## src/rtl/ex_mem_buffer.sv

```systemverilog
// ex_mem_buffer
// Two-entry skid buffer between the ALU (EX) and the memory stage (MEM).
// Each accepted entry carries the ALU result together with its instruction
// context. A valid/ready handshake runs on both sides. exReady depends only
// on registered state, so MEM back-pressure never reaches EX combinationally.
// Accepting an entry with a non-zero exception code locks intake until
// flush or reset. Entries already buffered, and the faulting entry itself,
// still drain normally.
//
// Ports:
//   aclk, reset            clock, synchronous active-high reset
//   flush                  kills buffered entries and the exception lock
//   exValid / exReady      EX-side handshake
//   aluOut .. pc           entry payload from EX
//   memValid / memReady    MEM-side handshake
//   memAluOut .. memPc     head entry payload (reads 0 while empty)
//   excPending             faulting entry accepted, intake locked
//   stallCycles            cycles where EX offered an entry but was refused
module ex_mem_buffer #(
    parameter int INSTR_SIZE = 32,
    parameter int REG_ADDR   = 5
) (
    input  logic                  aclk,
    input  logic                  reset,
    input  logic                  flush,
    input  logic                  exValid,
    output logic                  exReady,
    input  logic [INSTR_SIZE-1:0] aluOut,
    input  logic                  zero,
    input  logic [INSTR_SIZE-1:0] exceptionCode,
    input  logic [6:0]            opcode,
    input  logic [REG_ADDR-1:0]   rd,
    input  logic [INSTR_SIZE-1:0] storeData,
    input  logic [INSTR_SIZE-1:0] pc,
    output logic                  memValid,
    input  logic                  memReady,
    output logic [INSTR_SIZE-1:0] memAluOut,
    output logic                  memZero,
    output logic [INSTR_SIZE-1:0] memException,
    output logic [6:0]            memOpcode,
    output logic [REG_ADDR-1:0]   memRd,
    output logic [INSTR_SIZE-1:0] memStoreData,
    output logic [INSTR_SIZE-1:0] memPc,
    output logic                  excPending,
    output logic [31:0]           stallCycles
);

    // Entry storage. The payload is not reset; it is masked at the outputs
    // while the buffer is empty.
    logic [INSTR_SIZE-1:0] aluq   [2];
    logic                  zeroq  [2];
    logic [INSTR_SIZE-1:0] excq   [2];
    logic [6:0]            opq    [2];
    logic [REG_ADDR-1:0]   rdq    [2];
    logic [INSTR_SIZE-1:0] storeq [2];
    logic [INSTR_SIZE-1:0] pcq    [2];

    logic       head;
    logic       tail;
    logic [1:0] count;
    logic       enq;
    logic       deq;
    logic       fault_in;

    assign exReady  = (count != 2'd2) && !excPending;
    assign memValid = (count != 2'd0);

    assign enq      = exValid && exReady;
    assign deq      = memValid && memReady;
    assign fault_in = (exceptionCode != '0);

    // Control state: pointers, occupancy and exception lock.
    always_ff @(posedge aclk) begin
        if (reset) begin
            head       <= 1'b0;
            tail       <= 1'b0;
            count      <= 2'd0;
            excPending <= 1'b0;
        end else if (flush) begin
            head       <= 1'b0;
            tail       <= 1'b0;
            count      <= 2'd0;
            excPending <= 1'b0;
        end else begin
            if (enq) begin
                tail <= tail + 1'b1;
            end
            if (deq) begin
                head <= head + 1'b1;
            end
            if (enq && !deq) begin
                count <= count + 2'd1;
            end else if (deq && !enq) begin
                count <= count - 2'd1;
            end
            // The lock takes effect at the same edge the faulting entry lands.
            if (enq && fault_in) begin
                excPending <= 1'b1;
            end
        end
    end

    // Refused-offer counter. It survives flush and wraps naturally.
    always_ff @(posedge aclk) begin
        if (reset) begin
            stallCycles <= 32'd0;
        end else if (exValid && !exReady && !flush) begin
            stallCycles <= stallCycles + 32'd1;
        end
    end

    // Payload write at the tail. Reset and flush suppress the write so a
    // killed entry can never be mistaken for a live one.
    always_ff @(posedge aclk) begin
        if (enq && !flush && !reset) begin
            aluq[tail]   <= aluOut;
            zeroq[tail]  <= zero;
            excq[tail]   <= exceptionCode;
            opq[tail]    <= opcode;
            rdq[tail]    <= rd;
            storeq[tail] <= storeData;
            pcq[tail]    <= pc;
        end
    end

    // Head presentation, forced to zero while empty.
    always_comb begin
        memAluOut    = '0;
        memZero      = 1'b0;
        memException = '0;
        memOpcode    = '0;
        memRd        = '0;
        memStoreData = '0;
        memPc        = '0;
        if (memValid) begin
            memAluOut    = aluq[head];
            memZero      = zeroq[head];
            memException = excq[head];
            memOpcode    = opq[head];
            memRd        = rdq[head];
            memStoreData = storeq[head];
            memPc        = pcq[head];
        end
    end

endmodule

```

## config.mk

```make
export PLATFORM = sky130hd
export DESIGN_NAME = ex_mem_buffer
export DESIGN_NICKNAME = d
export VERILOG_FILES = /design/src/rtl/ex_mem_buffer.sv
export SDC_FILE = /design/constraint.sdc
export NUM_CORES = 1
export LEC_CHECK = 0
export CORE_MARGIN = 4
export CORE_UTILIZATION = 40
export CTS_CLUSTER_DIAMETER = 60
export DETAILED_ROUTE_END_ITERATION = 7
export PLACE_DENSITY = 0.68
export REMOVE_ABC_BUFFERS = 1
export SYNTH_ARGS = -nofsm -noshare
export SYNTH_HDL_FRONTEND = slang
export SYNTH_SLANG_ARGS = --single-unit
```

## constraint.sdc

```tcl
create_clock -name aclk -period 13.83 [get_ports aclk]
set_input_delay 2.766 -clock aclk [delete_from_list [all_inputs] [get_ports aclk]]
set_output_delay 2.766 -clock aclk [all_outputs]
set_load 0.02 [all_outputs]
```

# Yosys cells after proc, flatten, opt, wreduce, memory -nomap -nowiden
# Memory sizes are Yosys's and may differ from the RTL's. A register that Yosys moved wholly into a read port is not among the register bits.
# Index checks and enable logic that the tools add are counted.
dict set report op_classes {
  n_mux 25
  eq_ne 1
  add_sub_neg 5
  reduce_logical 20
}
# op n
set ops {}
lappend ops {{2-to-1 mux 32 bit} 4}
lappend ops {{adder 32 x 1 -> 32 bit (second input constant)} 1}
lappend ops {{nonzero test 32 bit} 1}
lappend ops {{2-to-1 mux 1 bit} 17}
lappend ops {{logical AND 1 bit} 10}
lappend ops {{2-to-1 mux 7 bit} 1}
lappend ops {{logical NOT 1 bit} 6}
lappend ops {{2-to-1 mux 5 bit} 1}
lappend ops {{2-to-1 mux 2 bit} 2}
lappend ops {{nonzero test 2 bit} 2}
lappend ops {{adder 1 bit (second input constant)} 2}
lappend ops {{adder 2 x 1 -> 2 bit (second input constant)} 1}
lappend ops {{!= test 2 bit (second input constant)} 1}
lappend ops {{OR reduction 2 bit} 1}
lappend ops {{subtractor 2 x 1 -> 2 bit (second input constant)} 1}
dict set report totals {
  out_inout_bits 176
  ram_bits 282
  mem_count 7
  reg_bits 37
  in_bits 146
  elab_cells 63
}
# memory depth word_bits rd rd_ports_with_merged_regs wr line
set mem_list {}
lappend mem_list {aluq 2 32 1 1 1 50} ;# logic [INSTR_SIZE-1:0] aluq [2];
lappend mem_list {excq 2 32 1 1 1 52} ;# logic [INSTR_SIZE-1:0] excq [2];
lappend mem_list {pcq 2 32 1 1 1 56} ;# logic [INSTR_SIZE-1:0] pcq [2];
lappend mem_list {storeq 2 32 1 1 1 55} ;# logic [INSTR_SIZE-1:0] storeq [2];
lappend mem_list {opq 2 7 1 1 1 53} ;# logic [6:0] opq [2];
lappend mem_list {rdq 2 5 1 1 1 54} ;# logic [REG_ADDR-1:0] rdq [2];
lappend mem_list {{1 more memories} n/a n/a n/a n/a n/a n/a}

# Logic depth before layout (Yosys ltp)
dict set report logic_depth {
  word_depth 7
  mapped_depth 7
  mapped_depth_nobuf 7
}

# Worst setup path after synthesis
# OpenSTA, ideal clock, no wires.
dict set report synth_path {
  path_type {input to register}
  startpoint {input exValid}
  endpoint {memory aluq[0][0], enable pin}
  t_arrival_ns 9.119
  n_path_buf 0
  slack_ns 4.068
  required_ns 13.187
  path_stages 3
  setup_ns 0.643
  path_cell_list {nor3b_1 -> nand2_1 -> nor2_1}
}
dict set report synth_between {
  elab_chain_len 5
}
# element line
set synth_lines {}
lappend synth_lines {{from (decl)} 26} ;# input logic exValid,
lappend synth_lines {{logical AND 1 bit} 68} ;# assign enq = exValid && exReady;
lappend synth_lines {{logical AND 1 bit (2 in a row)} 115} ;# if (enq && !flush && !reset) begin
lappend synth_lines {{2-to-1 mux 1 bit} 115}
lappend synth_lines {{2-to-1 mux 1 bit (not written as such)} 116} ;# aluq[tail] <= aluOut;
lappend synth_lines {{to (decl)} 50}
# No other way between the ends.

==> summary.txt <==
Final setup vio count - 0
Cell Area, Placed - 0.0161 sq mm
CTS Buf Count - 34
Die X - 185 um
Leak Pwr - 5.42 nW
R2R Path Start - count[0]$_SDFFE_PP0P_
Max-slew headroom at the worst pin - 26.1%
Adder-cell share of the synthesized area - 0.200%
Clock Tree Buf Depth - 3
Critical Path RT - 11.06 ns
1st-iter DRT viols - 539
Yosys top cell by area - edfxtp_1
Sequential fraction of the synthesis area - 73.8%
Synth area leaders - edfxtp_1, mux2i_1, dfxtp_1, nor2_1, a21oi_1
RD Place Congestion - 0.807
Final Cycle Share - 42.6%
Highest cell delay on the worst timing path - 0.84 ns
Largest net degree at the start of global routing - 78
Initial antenna violation count - 3
Cell area power density - 128 mW/mm^2
Max Clock Skew - 0.0107 ns
Tmin final - 5.89 ns
PortBufs - 321
HPWL after DPL - 19.6 mm
Setup crit start kind - flip-flop
CTS tree - built
DR vias/cell - 5.02
Post-Syn Instances - 826
Clk sink count - 320
Vias - 7878
Drt drc - 0
Compound-gate portion of the synthesized area - 2.48%
First-pass GRT wire length - 43.5 mm
Fin. max-slew vios - 0
CP arrival - 3.13 ns
Clk slew on worst S/H paths - 0.06 ns
Post-Synth Simple-Gate Area - 9.38%
Std-Cell Rows - 64
Synth Cell Area - 0.0125 sq mm
Core ar. - 0.0307 sq mm
Post-CTS Setup Bufs - 0
Vias in the first global route - 7776
RSZ-0062 raised after global routing - no
Clock Latency Late Sink - 0.50 ns
Mux cell area share after synthesis - 11.9%
Nets - 1297
Hold_sp - head$_SDFFE_PP0P_
Post-synthesis xor/xnor area fraction - 0.700%
Global Route Usage Sum - 16.3%
CP Capture Type - output port
Total Neg Setup Slack - 0 ns
Post-DR wirelength/cell - 18.9 um
Final wirelength - 29.6 mm
Post-CTS Resized - 0
Worst Tran Pin Value - 1.11 ns
Layout fillers - 2523
Hold Crit Class - reg2reg
Crit path kind - reg2out
DRT Pass-1 Iters - 5
Most frequent cells in the layout - clkdlybuf4s50_1, edfxtp_1, nor2_1, mux2i_1, dfxtp_1
GRT overflow - 0
Most common cell after layout, fill and taps aside - clkdlybuf4s50_1
Yosys reg bits - 320
Status - completed
Die Y - 185 um
Syn Area/Cell - 15.1 sq um
Area Growth Syn to Fin - 37.5%
Post-CTS Hold Fix Bufs - 0
Root Driver - clkbuf_16
Die area - 0.0342 sq mm
Worst VDD drop - 0.0715 mV
Fin. Hold Viols - 0
Peak Freq - 170 MHz
Synth top area share - 67.7%
DRT antenna net count - 0
Layout cells sized above 1 - 5.71%
Design area - 0.0172 sq mm
Main combinational cell family by area after synthesis - multiplexers
CTS H-tree lvls - 2
Synth warn - 0
Slowest CP cell - buf_4
I/O pin cnt - 322
Peak fanout along the critical path - 56
Cell variety after synth - 35
Max-cap viol count - 0
Critical-path cell list - buf_4, mux2i_1, nor2_1, clkdlybuf4s50_1
Initial Util - 40.7%
[worst max-delay path: cells and delay by family, from the launching register on]
family	cells	cell delay, ns
mux	1	0.31
buf+inv	2	1.45
simple gates	1	0.15
flops	1	0.64
[metal layers]
metal  global-route usage (%)  part of all wire [%]  vias up
li1                         -                     -     3752
met2                     27.0                    48      294
met5                        0                 0.098        -
met3                     5.70                   9.5       48
met1                     20.9                    41     3778
met4                     3.85                   1.8        6
[cells in the mapped netlist (all sizes together)]
master,instances
buf,18
inv,2
nand3,6
a21oi,21
o21ai,13
mux2,6
or3,10
o31ai,10
xnor2,1
mux2i,142
and2,3
or2,1
nand2,13
nor2,162
xor2,9
nand4,10
or4,10
clkbuf,24
and4,6
nor3b,1
dfxtp,38
ha,2
edfxtp,282
and4b,1
o211ai,4
nor4,14
o2111ai,2
and3,7
nor2b,8
[power by group]
part	switching [W]	internal [W]	leakage [nW]	total (W)
combinational	0.000136	0.000121	2.03	0.000257
clock	0.000347	0.000522	0.525	0.000869
sequential	0.00000698	0.00107	2.86	0.00108
total	0.000490	0.00171	5.42	0.00220
[cells by family (layout without fill, tap and decap cells)]
family | Yosys count | count (layout)
fa+ha+maj | 2 | 2
buf+inv | 44 | 391
other cells | 0 | 1
xor+xnor | 10 | 10
mux | 148 | 148
flops | 320 | 320
simple gates | 252 | 252
compound gates | 50 | 50
[through the flow]
stage,utilization [%],hold WS (ns),setup slack (ns),total power [W],std cells
after global placement,52.4,0.486,7.68,0.00136,1509
after CTS,55.9,0.512,7.85,0.00223,1569
after global routing,55.9,0.554,7.72,0.00229,1569
final,55.9,0.512,7.94,0.00220,1570
after floorplan,-,0.467,4.07,0.00122,784
after detailed placement,52.4,0.490,7.63,0.00136,1509
[path summary, 6_finish.rpt]
kind                                               to  slack, ns  cells after the start
worst max-delay path                 memStoreData[16]       7.94                      4
worst min register to register              flip-flop       0.51                      2
worst max register to register  excq[1][11]$_DFFE_PP_      10.20                      4
worst min-delay path                        flip-flop       0.51                      2
[final cells by class]
cell class                 instances  area (sq um)  area share [%]
inverter                           2          7.51          0.0436
antenna                            1          2.50          0.0145
multi-input combinational        462          3110            18.1
sequential                       320          9230            53.7
clock buffer                      43           906            5.27
tap                              396           495            2.88
clock inverter                    17           176            1.03
timing repair buffer             329          3270            19.0
[sequential cells by signal, summed over array words and instances (netlist names), 2 cells and up, named ones only]
name / count
count: 2
aluq: 64
excq: 64
pcq: 64
rdq: 10
opq: 14
stallCycles: 32
storeq: 64
zeroq: 2
Note: power is estimated with default switching activity, not from simulation.
